File: src/rtl/ring_osc_cal_ctrl_pkg.sv
// ---------------------------------------------------------------------------
// ring_cal_pkg
//
// Shared definitions for the ring oscillator calibration controller:
//   - cal_state_e    : sequencer states
//   - DEF_*          : default parameter values used by the top level
//   - SEL_MAX        : highest tap index for the default select width
//   - sel_max()      : highest tap index for an arbitrary select width
// ---------------------------------------------------------------------------
package ring_cal_pkg;

    // Sequencer states. IDLE must stay at encoding 0 so that reset and the
    // enum default agree.
    typedef enum logic [2:0] {
        IDLE    = 3'd0,
        SETTLE  = 3'd1,
        MEASURE = 3'd2,
        EVAL    = 3'd3,
        DONE    = 3'd4
    } cal_state_e;

    // Default parameter values
    localparam int DEF_SEL_W      = 3;
    localparam int DEF_CNT_W      = 16;
    localparam int DEF_SETTLE_CYC = 16;
    localparam int DEF_WINDOW_CYC = 1024;

    // Longest (slowest) tap for the default select width
    localparam int SEL_MAX = (1 << DEF_SEL_W) - 1;

    // Longest (slowest) tap for any select width
    function automatic int sel_max(input int sel_w);
        return (1 << sel_w) - 1;
    endfunction

endpackage

File: src/rtl/ring_osc_cal_ctrl_sync_edge_det.sv
// ---------------------------------------------------------------------------
// sync_edge_det
//
// Brings an asynchronous input into the clk domain through a two-flop
// synchronizer, then compares the synchronized value with its previous
// sample to produce a one-clock pulse on every rising edge.
//
// Ports:
//   clk        in   system clock, rising-edge
//   rst_n      in   asynchronous active-low reset
//   async_in   in   signal asynchronous to clk
//   edge_pulse out  one-clk pulse when the synchronized input goes 0 -> 1
//
// The input must toggle slower than clk/4 so that every high and low phase
// spans at least two samples; faster inputs lose edges.
// ---------------------------------------------------------------------------
module sync_edge_det (
    input  logic clk,
    input  logic rst_n,
    input  logic async_in,
    output logic edge_pulse
);

    logic sync1_q, sync1_d;
    logic sync2_q, sync2_d;
    logic prev_q,  prev_d;

    // Next-state for the synchronizer chain and the previous-sample stage.
    always_comb begin
        sync1_d = async_in;
        sync2_d = sync1_q;
        prev_d  = sync2_q;
    end

    // Synchronizer and history flops; all clear to 0 on reset so that a ring
    // that is already high at reset release does not create a phantom edge
    // until it has actually passed through the chain.
    always_ff @(posedge clk or negedge rst_n) begin
        if (!rst_n) begin
            sync1_q <= 1'b0;
            sync2_q <= 1'b0;
            prev_q  <= 1'b0;
        end else begin
            sync1_q <= sync1_d;
            sync2_q <= sync2_d;
            prev_q  <= prev_d;
        end
    end

    // Rising edge: synchronized value high while the previous sample was low.
    assign edge_pulse = sync2_q & ~prev_q;

endmodule

File: src/rtl/ring_osc_cal_ctrl.sv
// ---------------------------------------------------------------------------
// ring_osc_cal_ctrl
//
// Calibration sequencer for a tapped inverter-chain ring oscillator. On
// start it enables the ring and walks stage_sel from the shortest (fastest)
// tap to the longest. At each tap it waits SETTLE_CYC cycles, counts ring
// rising edges over WINDOW_CYC cycles, and stops at the first tap whose
// count is at or below the target latched at start.
//
// Parameters:
//   SEL_W       width of stage_sel
//   CNT_W       width of target, count and the edge counter
//   SETTLE_CYC  cycles waited after a tap change (>= 1)
//   WINDOW_CYC  cycles in a measurement window (>= 1)
//
// Ports:
//   clk        in   system clock, rising-edge
//   rst_n      in   asynchronous active-low reset
//   start      in   begin calibration; only honoured in IDLE
//   abort      in   cancel calibration from any state; wins over start
//   target     in   maximum acceptable edges per window; latched at start
//   ring_in    in   ring oscillator output, asynchronous to clk
//   ring_en    out  ring enable
//   stage_sel  out  ring tap select
//   busy       out  high in SETTLE, MEASURE and EVAL
//   done       out  one-cycle completion pulse (DONE state)
//   locked     out  last calibration met its target
//   count      out  edge count of the most recent window
//
// Timing: one tap costs SETTLE_CYC + WINDOW_CYC + 1 cycles. With start
// sampled at edge N and a lock at tap k, done is high in the cycle after
// edge N + (k+1)*(SETTLE_CYC+WINDOW_CYC+1).
// ---------------------------------------------------------------------------
module ring_osc_cal_ctrl
    import ring_cal_pkg::*;
#(
    parameter int SEL_W      = DEF_SEL_W,
    parameter int CNT_W      = DEF_CNT_W,
    parameter int SETTLE_CYC = DEF_SETTLE_CYC,
    parameter int WINDOW_CYC = DEF_WINDOW_CYC
) (
    input  logic             clk,
    input  logic             rst_n,
    input  logic             start,
    input  logic             abort,
    input  logic [CNT_W-1:0] target,
    input  logic             ring_in,
    output logic             ring_en,
    output logic [SEL_W-1:0] stage_sel,
    output logic             busy,
    output logic             done,
    output logic             locked,
    output logic [CNT_W-1:0] count
);

    // One shared phase counter serves both SETTLE and MEASURE, so it is sized
    // for the longer of the two intervals.
    localparam int MAX_CYC = (SETTLE_CYC > WINDOW_CYC) ? SETTLE_CYC : WINDOW_CYC;
    localparam int CYC_W   = $clog2(MAX_CYC + 1);

    localparam logic [CYC_W-1:0] SETTLE_LAST = CYC_W'(SETTLE_CYC - 1);
    localparam logic [CYC_W-1:0] WINDOW_LAST = CYC_W'(WINDOW_CYC - 1);
    localparam logic [SEL_W-1:0] SEL_LAST    = SEL_W'(sel_max(SEL_W));
    localparam logic [CNT_W-1:0] CNT_SAT     = {CNT_W{1'b1}};

    cal_state_e       state_q,    state_d;
    logic [CYC_W-1:0] cyc_cnt_q,  cyc_cnt_d;
    logic [CNT_W-1:0] edge_cnt_q, edge_cnt_d;
    logic [CNT_W-1:0] target_q,   target_d;
    logic [SEL_W-1:0] sel_q,      sel_d;
    logic             locked_q,   locked_d;
    logic             ring_en_q,  ring_en_d;
    logic [CNT_W-1:0] count_q,    count_d;

    logic             ring_edge;

    // Synchronize the ring and turn each rising edge into a single pulse.
    sync_edge_det u_sync_edge_det (
        .clk        (clk),
        .rst_n      (rst_n),
        .async_in   (ring_in),
        .edge_pulse (ring_edge)
    );

    // Next-state and datapath logic. abort is checked first so it overrides
    // both a simultaneous start and any in-progress step. Because ring_en is
    // cleared on a failed sweep and on abort, and left set on a lock, it
    // equals locked whenever the sequencer is back in IDLE.
    always_comb begin
        state_d    = state_q;
        cyc_cnt_d  = cyc_cnt_q;
        edge_cnt_d = edge_cnt_q;
        target_d   = target_q;
        sel_d      = sel_q;
        locked_d   = locked_q;
        ring_en_d  = ring_en_q;
        count_d    = count_q;

        if (abort) begin
            state_d   = IDLE;
            ring_en_d = 1'b0;
            locked_d  = 1'b0;
        end else begin
            unique case (state_q)
                IDLE: begin
                    if (start) begin
                        target_d  = target;
                        sel_d     = '0;
                        locked_d  = 1'b0;
                        ring_en_d = 1'b1;
                        cyc_cnt_d = '0;
                        state_d   = SETTLE;
                    end
                end

                SETTLE: begin
                    if (cyc_cnt_q == SETTLE_LAST) begin
                        cyc_cnt_d  = '0;
                        edge_cnt_d = '0;
                        state_d    = MEASURE;
                    end else begin
                        cyc_cnt_d = cyc_cnt_q + 1'b1;
                    end
                end

                MEASURE: begin
                    if (ring_edge && (edge_cnt_q != CNT_SAT)) begin
                        edge_cnt_d = edge_cnt_q + 1'b1;
                    end
                    if (cyc_cnt_q == WINDOW_LAST) begin
                        cyc_cnt_d = '0;
                        state_d   = EVAL;
                    end else begin
                        cyc_cnt_d = cyc_cnt_q + 1'b1;
                    end
                end

                EVAL: begin
                    count_d = edge_cnt_q;
                    if (edge_cnt_q <= target_q) begin
                        locked_d = 1'b1;
                        state_d  = DONE;
                    end else if (sel_q == SEL_LAST) begin
                        locked_d  = 1'b0;
                        ring_en_d = 1'b0;
                        state_d   = DONE;
                    end else begin
                        sel_d     = sel_q + 1'b1;
                        cyc_cnt_d = '0;
                        state_d   = SETTLE;
                    end
                end

                DONE: begin
                    state_d = IDLE;
                end

                default: begin
                    state_d = IDLE;
                end
            endcase
        end
    end

    // State and datapath registers.
    always_ff @(posedge clk or negedge rst_n) begin
        if (!rst_n) begin
            state_q    <= IDLE;
            cyc_cnt_q  <= '0;
            edge_cnt_q <= '0;
            target_q   <= '0;
            sel_q      <= '0;
            locked_q   <= 1'b0;
            ring_en_q  <= 1'b0;
            count_q    <= '0;
        end else begin
            state_q    <= state_d;
            cyc_cnt_q  <= cyc_cnt_d;
            edge_cnt_q <= edge_cnt_d;
            target_q   <= target_d;
            sel_q      <= sel_d;
            locked_q   <= locked_d;
            ring_en_q  <= ring_en_d;
            count_q    <= count_d;
        end
    end

    // Status outputs decode directly from the state register.
    assign busy      = (state_q == SETTLE) || (state_q == MEASURE) || (state_q == EVAL);
    assign done      = (state_q == DONE);
    assign ring_en   = ring_en_q;
    assign stage_sel = sel_q;
    assign locked    = locked_q;
    assign count     = count_q;

endmodule

File: config.mk
export PLATFORM = sky130hd
export DESIGN_NAME = ring_osc_cal_ctrl
export DESIGN_NICKNAME = d
export VERILOG_FILES = /design/src/rtl/ring_osc_cal_ctrl_pkg.sv /design/src/rtl/ring_osc_cal_ctrl_sync_edge_det.sv /design/src/rtl/ring_osc_cal_ctrl.sv
export SDC_FILE = /design/constraint.sdc
export NUM_CORES = 1
export LEC_CHECK = 0
export ABC_AREA = 1
export CORE_UTILIZATION = 51
export DETAILED_ROUTE_END_ITERATION = 8
export PLACE_DENSITY = 0.75
export SLEW_MARGIN = 5
export SYNTH_ARGS = -nofsm -noshare
export SYNTH_HDL_FRONTEND = slang
export SYNTH_HIERARCHICAL = 1
export SYNTH_SLANG_ARGS = --single-unit
File: constraint.sdc
create_clock -name clk -period 1.6 [get_ports clk]
set_input_delay 0.16 -clock clk [delete_from_list [all_inputs] [get_ports clk]]
set_output_delay 0.16 -clock clk [all_outputs]
set_load 0.02 [all_outputs]
## Yosys cells after proc, flatten, opt, wreduce, memory -nomap -nowiden

Cells that the tools add are included.

- Input port bits: 21
- Word-level logic and storage cells: 82
- Output and inout bits: 23
- Bits in registers: 70

- Order comparisons: 1
- Multiplexer cells: 29
- Eq/ne operators: 19
- $add $sub $neg: 3
- Reduce and logical (&&, ||, !) cells: 16
- Bitwise gates (word level): 3

Operators by type and width:

| kind | number |
|---|---|
| 2-to-1 mux 11 bit | 5 |
| one-hot mux 11 bit (4 select lines) | 1 |
| 2-to-1 mux 16 bit | 2 |
| one-hot mux 16 bit (2 select lines) | 1 |
| 2-to-1 mux 3 bit | 9 |
| adder 16 x 1 -> 16 bit (second input constant) | 1 |
| <= comparator 16 bit | 1 |
| inequality test 16 bit (second input constant) | 1 |
| inequality test 3 bit (second input constant) | 5 |
| one-hot mux 3 bit (4 select lines) | 1 |
| adder 11 x 1 -> 11 bit (second input constant) | 1 |
| equality test 11 x 10 -> 1 bit (second input constant) | 1 |
| equality test 11 x 4 -> 1 bit (second input constant) | 1 |
| inequality test 2 bit (second input constant) | 5 |
| AND reduction 5 bit | 2 |
| AND reduction 3 bit | 3 |
| AND reduction 4 bit | 2 |
| 2-to-1 mux 1 bit | 7 |
| equality test 3 x 2 -> 1 bit (second input constant) | 2 |
| equality test 3 bit (second input constant) | 2 |
| one-hot mux 3 bit (2 select lines) | 1 |
| inequality test 4 bit (second input constant) | 1 |
| one-hot mux 1 bit (2 select lines) | 2 |
| nonzero test 2 bit | 2 |
| other kinds (10) | 12 |

## Logic depth before layout (Yosys ltp)

- Depth after elaboration: 5
- Gate-level depth with buffers: 17
- Mapped depth without buffers: 16

## Modules after synthesis

Netlist, hierarchy kept.

By module, submodules not included:

| module | area an instance (um^2) | cells an instance | seq. area each (um^2) | times used |
|---|---|---|---|---|
| ring_osc_cal_ctrl | 3852.4 | 491 | 1676.6 | 1 |
| sync_edge_det | 85.1 | 5 | 75.1 | 1 |

## Worst setup path before layout

No wires, ideal clock.

- Kind: reg2reg
- Start: register edge_cnt_q[7]
- End: register cyc_cnt_q[2]
- Clock period less this slack: 1711 ps
- Cell stages (with the launch flop): 14
- Required time: 1483 ps
- Setup slack: -111 ps
- Path buffers: 1
- Setup time: 117 ps
- Data arrival time: 1594 ps
- Cells stage by stage: dfrtp_1 > ha_1 > nand2_1 > nor2_1 > nand2_1 > nand2_1 > nand2_1 > nand2_1 > nand3_1 > nand2_1 > nand2_1 > buf_4 > nand2_1 > nand2_1

- Cells in the longest elaborated chain, start to end: 3

RTL lines:

| item | RTL line | text |
|---|---|---|
| start: declaration | ring_osc_cal_ctrl.sv:68 | `logic [CNT_W-1:0] edge_cnt_q, edge_cnt_d;` |
| start signal: assignment | ring_osc_cal_ctrl.sv:179 | `edge_cnt_q <= edge_cnt_d;` |
| <= comparator 16 bit | ring_osc_cal_ctrl.sv:140 | `if (edge_cnt_q <= target_q) begin` |
| inequality test 2 bit (no line) | -- |  |
| AND reduction 5 bit (no line) | -- |  |
| end signal: assignment | ring_osc_cal_ctrl.sv:178 | `cyc_cnt_q <= cyc_cnt_d;` |
| end: declaration | ring_osc_cal_ctrl.sv:67 | `logic [CYC_W-1:0] cyc_cnt_q, cyc_cnt_d;` |

No other way between the ends.
A chain may end at the register's enable or synchronous reset.

## Worst setup path after layout

- Start: register edge_cnt_q[1]
- End: register sel_q[0] (netlist: stage_sel[0])

- Cells in the longest elaborated chain, start to end: 3

RTL lines:

| item | RTL line | text |
|---|---|---|
| <= comparator 16 bit | ring_osc_cal_ctrl.sv:140 |  |
| inequality test 2 bit (no line) | -- |  |
| AND reduction 5 bit (no line) | -- |  |
| end signal: assignment | ring_osc_cal_ctrl.sv:181 | `sel_q <= sel_d;` |
| end: declaration | ring_osc_cal_ctrl.sv:70 | `logic [SEL_W-1:0] sel_q, sel_d;` |

No other way between the ends.

==> reports/metrics.csv <==
metric,value,unit
synth_nets,537,
drt_iter0_markers,233,
violations,negative setup slack,
p_leak,2.80,nW
synth_commonest_cells,"nand2_1, dfrtp_1, inv_1",
cts.sinks,70,
yosys.area.top_type,dfrtp_1,
post-route-drc-count,0,
syn_area,0.00394,mm2
cts_buffers,9,
wl_per_cell,14.1,um
synth_edf_count,0,
crit_arrival,2.12,ns
root_buffer,clkbuf_8,
cp_cell_sequence,"buf_6, ha_4, nand2_2, nand2_1, nand2_1, nand2_1, nand2_1, nand2_2, nand2_2, nand2_4, nand3_4, nand2_4, buf_8, nand2_4, nand2_1, nand2_1",
worst_pin_slew,0.470,ns
worst-path-buf-inv,2,
yosys.cell_count.top_type,nand2_1,
p_sw_share,39.0,%
vdd_ir_drop_max,0.000798,V
slowest_delay,0.39,ns
die_y,89.9,um
holdCritPathClass,input pin to flop,
vias,3818,
finalSetupTns,-6.44,ns
path_class,flop to flop,
place_congestion,0.894,
netlist_instances,496,
slowest_stage,dfrtp_1,
ctsHtreeMaxLevel,3,
yosysSeqAreaShare,44.5,%
p_int,4.97,mW
outcome,"finished, violations left",
design_area,0.00568,mm2
grt_pass1_wl,16900,um
fin_ws,-0.258,ns
area_growth,44.1,%
clock_latency,0.36,ns
finalPower,8.15,mW
drv_cap,0,
antenna_cells,0,
finalCriticalPeriod,1.86,ns
grt.total_usage,26.3,%
place.port_buffers,43,
endpoint_kind,flop,
async_reset_ff_share,100,%
cp_top_family,simple AND/OR/NAND/NOR gates,
pwr-share-clk,17.8,%
cts_buffer_depth,2,
clk_pin_slew,0.08,ns
finClkSkew,0.00878,ns
grt_max_degree,71,
p_comb_share,50.3,%
fp.dieW,89.9,um
row_count,31,
hold_violations,0,
multiInputGateArea,0.00216,mm2
rsz0062_at_grt,yes,
synth-warning-count,6,
crit_fanout,6,
max_freq,538,MHz
crit_path_start_kind,flop,
drive_above_1_share,29.9,%
place_area,0.00510,mm2
avgSynthCellArea,7.94,um2
synth_seq_cells,70,
crit_required,1.86,ns
pwr-share-seq,31.9,%
slew_viol_final,0,
crit_top_cell,nand2_1,
drtPass1Iterations,5,
start_util,53.4,%
setup_viol,34,
die_area,0.00808,mm2
viasPerCell,5.20,
grt_pass1_vias,3777,
synth_top_area_share,44.5,%
holdWs,0.238,ns
yosys-top-cells-area,"dfrtp_1, nand2_1, ha_1",
cts_tree,built,
nFillCells,505,
antenna_found_initial,0,
coreArea,0.00737,mm2
min_period_over_period,116,%
yosys_most_used_dff,dfrtp_1,
wl,10300,um
power_density,1440,mW/mm2
grt_overflow,0,
regArea,0.00175,mm2
dp_hpwl,6920,um
antenna_left,0,
num_io_pins,44,
relSlewSlack,68.3,%
ys_types,37,
power.switching,3.18,mW
final_nets,671,
[cell usage in the layout (no fill, tap or decap), types with 5 or more instances in the layout]
master           count
inv_2               12
a21oi_1             22
nand3_1             22
buf_4               80
nor2_2               5
nand3_2             12
nand2_4              6
nand4_1             10
o21ai_2             10
nand2_2             10
dfrtp_1             68
o21ai_0             16
nand2_1            122
inv_1               49
clkdlybuf4s50_1     39
ha_1                13
xor2_1              14
buf_6                6
clkbuf_8            10
nor3_1               7
nor2_1              46
ha_4                 7
[flip-flops by register name (all words and copies together), names as in the netlist]
register and cells:
state_q 3, cyc_cnt_q 11, count 16, u_sync_edge_det/prev_d 1, edge_cnt_q 16, u_sync_edge_det/prev_q 1
ring_en 1, stage_sel 3, locked 1, u_sync_edge_det/sync1_q 1, target_q 16
[metal layers]
metal | wire (um) | GRT usage, % | up-vias | part of all wire, %
li1 | - | - | 1860 | -
met1 | 4120 | 30.9 | 1821 | 40
met2 | 5440 | 46.5 | 109 | 53
met3 | 457 | 4.40 | 28 | 4.4
met4 | 323 | 13.2 | 0 | 3.1
met5 | 0 | 0 | - | 0
[worst paths after layout]
path                                               from                 endpoint  slack (ns)  cells past startpoint
max in group asynchronous                         rst_n               state_q[1]        0.93                      3
worst max register to register            edge_cnt_q[1]             stage_sel[0]       -0.26                     16
worst min-delay path                            ring_in  u_sync_edge_det/sync1_q        0.24                      1
worst min register to register  u_sync_edge_det/sync1_q   u_sync_edge_det/prev_d        0.36                      0
worst max-delay path                      edge_cnt_q[1]             stage_sel[0]       -0.26                     16
min in group asynchronous                         rst_n                 count[8]        0.36                      3
[cell type report]
class | count | share of cell area (%)
Clock inverter | 5 | 1.04
Tap cell | 99 | 2.18
Sequential cell | 70 | 30.9
Timing Repair Buffer | 135 | 21.0
Clock buffer | 11 | 2.49
Inverter | 63 | 4.25
Multi-Input combinational cell | 351 | 38.1
[through the flow]
stage	setup slack [ns]	util, %	cells
finish	-0.258	77.0	734
global route	-0.377	77.0	734
CTS	-0.200	74.3	727
detailed placement	-0.307	69.2	706
global placement	-0.236	69.2	706
floorplan	-0.0776	-	496
[cells by family (layout without fill, tap and decap cells)]
logic type	count (synthesis)	in the layout	synth area share, %
simple gates	255	255	28.8
buf+inv	75	214	7.72
flops	70	70	44.5
compound gates	59	59	8.77
fa+ha+maj	20	20	6.36
xor+xnor	16	16	3.56
mux	1	1	0.286
[power by group through the flow]
stage | sequential, mW | combinational [mW] | clock (mW)
6_report | 2.60 | 4.10 | 1.45
5_1_grt | 2.65 | 4.47 | 1.54
4_1_cts | 2.58 | 3.82 | 1.48
3_5_place_dp | 2.62 | 3.63 | 0
3_3_place_gp | 2.60 | 3.53 | 0
2_1_floorplan | 2.86 | 1.63 | 0
[repair_timing]
item	4_1_cts	5_1_grt
cloned	2	0
hold buffers	1	0
endpoints found under the hold margin	70	0
buffers inserted	3	7
resized for setup	41	39
pin swaps	21	17
setup endpoints to repair	37	47
(Power assumes the default switching activity.)
